$ cat src/rtl/silu_pwl_pkg.sv
// rtl/silu_pwl_pkg.sv - shared SiLU PWL segment tables and types
package silu_pwl_pkg;

    localparam int DATA_W    = 16;
    localparam int FRAC_BITS = 8;
    localparam int SEG_N     = 6;

    // Segment index, ordered by increasing x.
    typedef enum logic [2:0] {
        SEG_LOW      = 3'd0,
        SEG_NEG_TAIL = 3'd1,
        SEG_NEG_KNEE = 3'd2,
        SEG_POS_KNEE = 3'd3,
        SEG_POS_TAIL = 3'd4,
        SEG_HIGH     = 3'd5
    } seg_t;

    // Inclusive lower bound of each segment (entry 0 is the most negative value).
    localparam logic [SEG_N-1:0][15:0] SEG_LO =
        {16'h0600, 16'h0280, 16'h0000, 16'hFD80, 16'hFA00, 16'h8000};

    // Origin of delta within each segment.
    localparam logic [SEG_N-1:0][15:0] SEG_BASE =
        {16'h0000, 16'h0280, 16'h0000, 16'hFD80, 16'hFA00, 16'h0000};

    // Derivative value at the segment base (constant value for the flat ends).
    localparam logic [SEG_N-1:0][15:0] SEG_BIAS =
        {16'h0100, 16'h011C, 16'h0080, 16'hFFE4, 16'h0000, 16'h0000};

    // Slope is 2^-shift; the flat end segments ignore it.
    localparam logic [SEG_N-1:0][2:0] SEG_SHIFT =
        {3'd0, 3'd5, 3'd2, 3'd2, 3'd5, 3'd0};

    // 1: slope term is subtracted from the bias.
    localparam logic [SEG_N-1:0] SEG_NEG = 6'b010010;

endpackage

$ cat src/rtl/silu_grad_seg_lut.sv
// rtl/silu_grad_seg_lut.sv - breakpoint compare and segment coefficient lookup
module silu_grad_seg_lut
    import silu_pwl_pkg::*;
(
    input  logic [15:0] x,
    output seg_t        seg,
    output logic [15:0] base,
    output logic [15:0] bias,
    output logic [2:0]  shift,
    output logic        neg
);

    // Breakpoints are monotonic, so the last bound that x reaches names its segment.
    always_comb begin
        seg = SEG_LOW;
        for (int i = 1; i < SEG_N; i++) begin
            if ($signed(x) >= $signed(SEG_LO[i])) begin
                seg = seg_t'(i);
            end
        end
    end

    assign base  = SEG_BASE[seg];
    assign bias  = SEG_BIAS[seg];
    assign shift = SEG_SHIFT[seg];
    assign neg   = SEG_NEG[seg];

endmodule

$ cat src/rtl/silu_grad_pwl.sv
// rtl/silu_grad_pwl.sv - 3-stage SiLU derivative PWL and gradient multiply
module silu_grad_pwl #(
    parameter int DATA_W    = 16,
    parameter int FRAC_BITS = 8,
    parameter int SAT_EN    = 1
) (
    input  logic              clk,
    input  logic              rst,
    input  logic              in_valid,
    output logic              in_ready,
    input  logic [DATA_W-1:0] x_in,
    input  logic [DATA_W-1:0] g_in,
    output logic              out_valid,
    input  logic              out_ready,
    output logic [DATA_W-1:0] d_out,
    output logic [DATA_W-1:0] g_out,
    output logic              sat
);

    import silu_pwl_pkg::*;

    localparam logic signed [31:0] Q_MAX = 32'sd32767;
    localparam logic signed [31:0] Q_MIN = -32'sd32768;

    // Whole pipeline moves as one; a stalled output freezes every stage.
    logic adv;
    assign adv      = ~out_valid | out_ready;
    assign in_ready = adv;

    // S0 combinational: segment selection and delta from the segment base.
    seg_t               lut_seg;
    logic [15:0]        lut_base;
    logic [15:0]        lut_bias;
    logic [2:0]         lut_shift;
    logic               lut_neg;
    logic signed [16:0] delta_s0;

    silu_grad_seg_lut u_lut (
        .x     (x_in),
        .seg   (lut_seg),
        .base  (lut_base),
        .bias  (lut_bias),
        .shift (lut_shift),
        .neg   (lut_neg)
    );

    assign delta_s0 = $signed({x_in[15], x_in}) - $signed({lut_base[15], lut_base});

    // S1 registers.
    logic               v1;
    seg_t               seg1;
    logic signed [16:0] delta1;
    logic [DATA_W-1:0]  g1;
    logic [15:0]        bias1;
    logic [2:0]         shift1;
    logic               neg1;

    // S1 combinational: derivative from bias and shifted delta.
    logic signed [16:0] slope_s1;
    logic [15:0]        term_s1;
    logic [15:0]        d_s1;
    logic               flat_s1;

    assign slope_s1 = delta1 >>> shift1;
    assign term_s1  = 16'(slope_s1);
    assign flat_s1  = (seg1 == SEG_LOW) || (seg1 == SEG_HIGH);
    assign d_s1     = flat_s1 ? bias1 : (neg1 ? bias1 - term_s1 : bias1 + term_s1);

    // S2 registers.
    logic              v2;
    logic [DATA_W-1:0] d2;
    logic [DATA_W-1:0] g2;

    // S2 combinational: Q8.8 product, floor-scaled back to Q8.8.
    logic signed [31:0] prod_s2;
    logic signed [31:0] q_s2;
    logic [DATA_W-1:0]  g_s2;
    logic               sat_s2;

    assign prod_s2 = $signed(d2) * $signed(g2);
    assign q_s2    = prod_s2 >>> FRAC_BITS;

    if (SAT_EN != 0) begin : g_sat
        // Clip to the signed 16-bit range and flag the clip.
        always_comb begin
            g_s2   = 16'(q_s2);
            sat_s2 = 1'b0;
            if (q_s2 > Q_MAX) begin
                g_s2   = 16'h7FFF;
                sat_s2 = 1'b1;
            end else if (q_s2 < Q_MIN) begin
                g_s2   = 16'h8000;
                sat_s2 = 1'b1;
            end
        end
    end else begin : g_wrap
        assign g_s2   = 16'(q_s2);
        assign sat_s2 = 1'b0;
    end

    // Pipeline registers: all stages load together on adv, bubbles included.
    always_ff @(posedge clk or posedge rst) begin
        if (rst) begin
            v1        <= 1'b0;
            seg1      <= SEG_LOW;
            delta1    <= '0;
            g1        <= '0;
            bias1     <= '0;
            shift1    <= '0;
            neg1      <= 1'b0;
            v2        <= 1'b0;
            d2        <= '0;
            g2        <= '0;
            out_valid <= 1'b0;
            d_out     <= '0;
            g_out     <= '0;
            sat       <= 1'b0;
        end else if (adv) begin
            v1        <= in_valid;
            seg1      <= lut_seg;
            delta1    <= delta_s0;
            g1        <= g_in;
            bias1     <= lut_bias;
            shift1    <= lut_shift;
            neg1      <= lut_neg;
            v2        <= v1;
            d2        <= d_s1;
            g2        <= g1;
            out_valid <= v2;
            d_out     <= d2;
            g_out     <= g_s2;
            sat       <= sat_s2;
        end
    end

endmodule

$ cat config.mk
export PLATFORM = sky130hd
export DESIGN_NAME = silu_grad_pwl
export DESIGN_NICKNAME = d
export VERILOG_FILES = /design/src/rtl/silu_pwl_pkg.sv /design/src/rtl/silu_grad_seg_lut.sv /design/src/rtl/silu_grad_pwl.sv
export SDC_FILE = /design/constraint.sdc
export NUM_CORES = 1
export LEC_CHECK = 0
export CAP_MARGIN = 20
export CORE_MARGIN = 3
export CORE_UTILIZATION = 40
export CTS_CLUSTER_SIZE = 20
export DETAILED_ROUTE_END_ITERATION = 10
export GPL_ROUTABILITY_DRIVEN = 1
export PLACE_DENSITY = 0.58
export RECOVER_POWER = 50
export SYNTH_ARGS = -nofsm -noshare
export SYNTH_HDL_FRONTEND = slang
export SYNTH_SLANG_ARGS = --single-unit
$ cat constraint.sdc
create_clock -name clk -period 9.25 [get_ports clk]
set_clock_uncertainty 0.2 [all_clocks]
set_input_delay 1.85 -clock clk [delete_from_list [all_inputs] [get_ports clk]]
set_output_delay 1.85 -clock clk [all_outputs]
set_load 0.03 [all_outputs]
==> metrics.yaml <==
result_of_the_run: "complete, but fails checks"
violations: "capacitance limit, slew limit"
finalWeightedCongestion: 0.833
layout_min_cycle_time_ns: 8.29
cts.repair_timing.setup_buffer_count: 0
finalSetupViolations: 0
num-nets-final: 2252
synth_top_cells_by_area: "sky130_fd_sc_hd__fa_1 (33%), sky130_fd_sc_hd__dfrtp_1 (17%), sky130_fd_sc_hd__nand2_1 (8.5%)"
clock.fmax_mhz: 121
design.core.area_um2: 39100
rsz0062_at_grt: "no"
fraction_of_synthesized_cell_area_taken_by_the_top_area_cell_type: 0.327
cts_resized: 0
finalSetupTns_ns: 0
critical_path.startpoint_type: "input pin"
synth-warning-count: 0
reg_clk_slew_reported_paths_ns: 0.08
route.detailed.vias_per_inst: 5.07
hold_end: "g1[3]$_DFFE_PP0P_"
mostFrequentLayoutCell: "sky130_fd_sc_hd__nand2_1"
die-height_um: 206
timing.reg2reg.setup_slack_ns: 1.32
synthToLayoutAreaGrowth_pct: 9.07
most-common-layout-cells: "sky130_fd_sc_hd__nand2_1 (365), sky130_fd_sc_hd__inv_1 (333), sky130_fd_sc_hd__fa_1 (262), sky130_fd_sc_hd__and2_1 (120), sky130_fd_sc_hd__dfrtp_1 (110)"
kind_of_cell_with_the_highest_combined_delay_on_the_critical_path: "buffers and inverters"
synth-edff-count: 0
worst_ep_arrival_time_ns: 6.24
worstReg2RegEnd: "g_out[0]$_DFFE_PP0P_"
routed_wirelength_um: 38400
final.hold.worst_slack_ns: 0.271
drt-initial-drc-count: 654
max_cap_violations: 3
ys.flop_type: "sky130_fd_sc_hd__dfrtp_1"
sequential_to_total_area_share_from_yosys_stat: 0.172
hold_buffers: 0
synth_cell_type_count: 66
syn_area_per_cell_um2: 8.74
post_route_cells_drive_above_1_share: 0.0205
fp.dieW_um: 206
drt_pass1_iterations: 5
grt-ovfl-total: 0
end_kind: "output pin"
hold_class: "reg2reg"
detailed_place_hpwl_um: 30600
number_of_standard_cells_after_synthesis: 1834
io-pin-count: 71
timing.hold.worst.start: "g1[3]$_DFFE_PP0P_"
timing_worst_slew_pin_value_ns: 3.88
initial_utilization: 0.410
critical_path_buf_inv_count: 3
max-clock-path-buffers: 2
synth_async_sr_flop_share: 1.00
final_min_period_over_clock_period: 0.896
synth.cell_area_um2: 16000
port_buffer_count: 70
critPathMaxFanout: 70
drc: 0
detailroute.via_count: 12000
timing.critical_path.cells: "dlygate4sd3_1 -> nor2b_1 -> clkinvlp_2 -> clkdlybuf4s50_1"
pin_count_of_the_biggest_net_entering_global_routing: 81
worst_ep_required_time_ns: 7.20
worst_skew_pair.late_latency_ns: 0.39
grt_util_all_layers: 0.189
cts_tree: "done"
drt.antenna.violating_nets: 0
slew_viol_final: 178
htreeDepth: 3
slowest_cell_delay_on_critical_path_ns: 2.07
slew_headroom: -1.58
critical-path-slowest-cell: "sky130_fd_sc_hd__clkinvlp_2"
path_class: "in2out"
avgRoutedWirePerCell_um: 16.2
number_of_endpoints_with_negative_hold_slack_in_the_final_report: 0
grt_pass1_vias: 12600
reg2regPathDepth: 22
numClockSinks: 110
hold_path_depth: 2
antenna_found_initial: 0
design.die.area_um2: 42500
critical_path.reg2reg.startpoint: "g2[9]$_DFFE_PP0P_"
grt_pass1_wl_um: 64100
ys_seq_elements: 110
placement_rows: 72
cts-buffers-inserted: 9
cts-root-buf: "sky130_fd_sc_hd__clkbuf_16"
syn-num-nets: 2237
synth_largest_area_cell: "sky130_fd_sc_hd__fa_1"
[worst max-delay path by stage]
| stage | cells past startpoint | start | to |
|---|---|---|---|
| after floorplan | 22 | d2[15]$_DFFE_PP0P_ | g_out[4]$_DFFE_PP0P_ |
| after global placement | 23 | g2[2]$_DFFE_PP0P_ | g_out[6]$_DFFE_PP0P_ |
| after global routing | 4 | out_ready | in_ready |
| after CTS | 21 | g2[2]$_DFFE_PP0P_ | g_out[1]$_DFFE_PP0P_ |
| after detailed placement | 21 | g2[2]$_DFFE_PP0P_ | g_out[5]$_DFFE_PP0P_ |
| final | 4 | out_ready | in_ready |
[cells in the mapped netlist (all sizes together) (7+ instances only)]
library cell / n
nand2: 365
inv: 335
fa: 262
and2: 121
dfrtp: 110
ha: 105
nor2: 84
clkbuf: 64
o21ai: 54
xnor2: 40
a21oi: 38
a31oi: 23
nor3: 16
o22ai: 16
mux2i: 15
or3: 14
xor2: 14
nand2b: 13
a21o: 12
and3: 11
buf: 11
nand3: 11
nand4: 10
nor2b: 8
o21a: 8
o31ai: 7
[layout make-up]
cell class | instances | area [um^2]
inverters | 335 | 1260
diodes | 1 | 2.50
multi-input cells | 1314 | 11700
fillers | 3915 | 21600
well taps | 518 | 648
flip-flops and latches | 110 | 2750
repair buffers | 79 | 781
clock buffers | 9 | 225
clock inverters | 7 | 91.3
[kinds of logic (layout without fill, tap and decap cells)]
| family | Yosys count | count (layout) | share of synthesized area |
|---|---|---|---|
| AND/OR/NAND/NOR | 672 | 672 | 0.195 |
| multiplexers | 23 | 23 | 0.0204 |
| buffers and inverters | 410 | 430 | 0.0969 |
| other | 0 | 1 | 0 |
| AO/OA/AOI/OAI | 198 | 198 | 0.0780 |
| XOR/XNOR | 54 | 54 | 0.0295 |
| flip-flops | 110 | 110 | 0.172 |
| adder cells (fa/ha/maj) | 367 | 367 | 0.409 |
[through the flow]
stage / cell area (um^2) / util / setup slack (ns) / cells
after global routing: 17500 / 0.447 / 0.595 / 2372
after detailed placement: 17100 / 0.438 / 1.14 / 2353
after floorplan: 16000 / - / 2.21 / 1834
after global placement: 17100 / 0.438 / 1.34 / 2353
after CTS: 17500 / 0.447 / 1.12 / 2369
final: 17500 / 0.447 / 0.958 / 2373
[state kept, by name (all words and copies together), names as in the netlist]
register and cells:
bias1 4, d2 16, d_out 16, delta1 17, g1 16, g2 16
g_out 16, out_valid 1, sat 1, seg1 3, shift1 2, v1 1
v2 1
[layer usage]
metal | up-vias | global-route usage | routed length, um
met5 | - | 0 | 0
met4 | 0 | 0.0608 | 1190
met3 | 61 | 0.0224 | 1140
met2 | 195 | 0.334 | 19700
met1 | 6057 | 0.243 | 16400
li1 | 5715 | - | -
[tightest hold or removal path: stages (launching register included)]
cell                      delay [ns]
sky130_fd_sc_hd__dfrtp_1        0.35
sky130_fd_sc_hd__nand2_1        0.05
sky130_fd_sc_hd__nand2_1        0.05
Power is not shown: default switching activity piles up to over one toggle a cycle in this logic, so the estimate is an artifact.
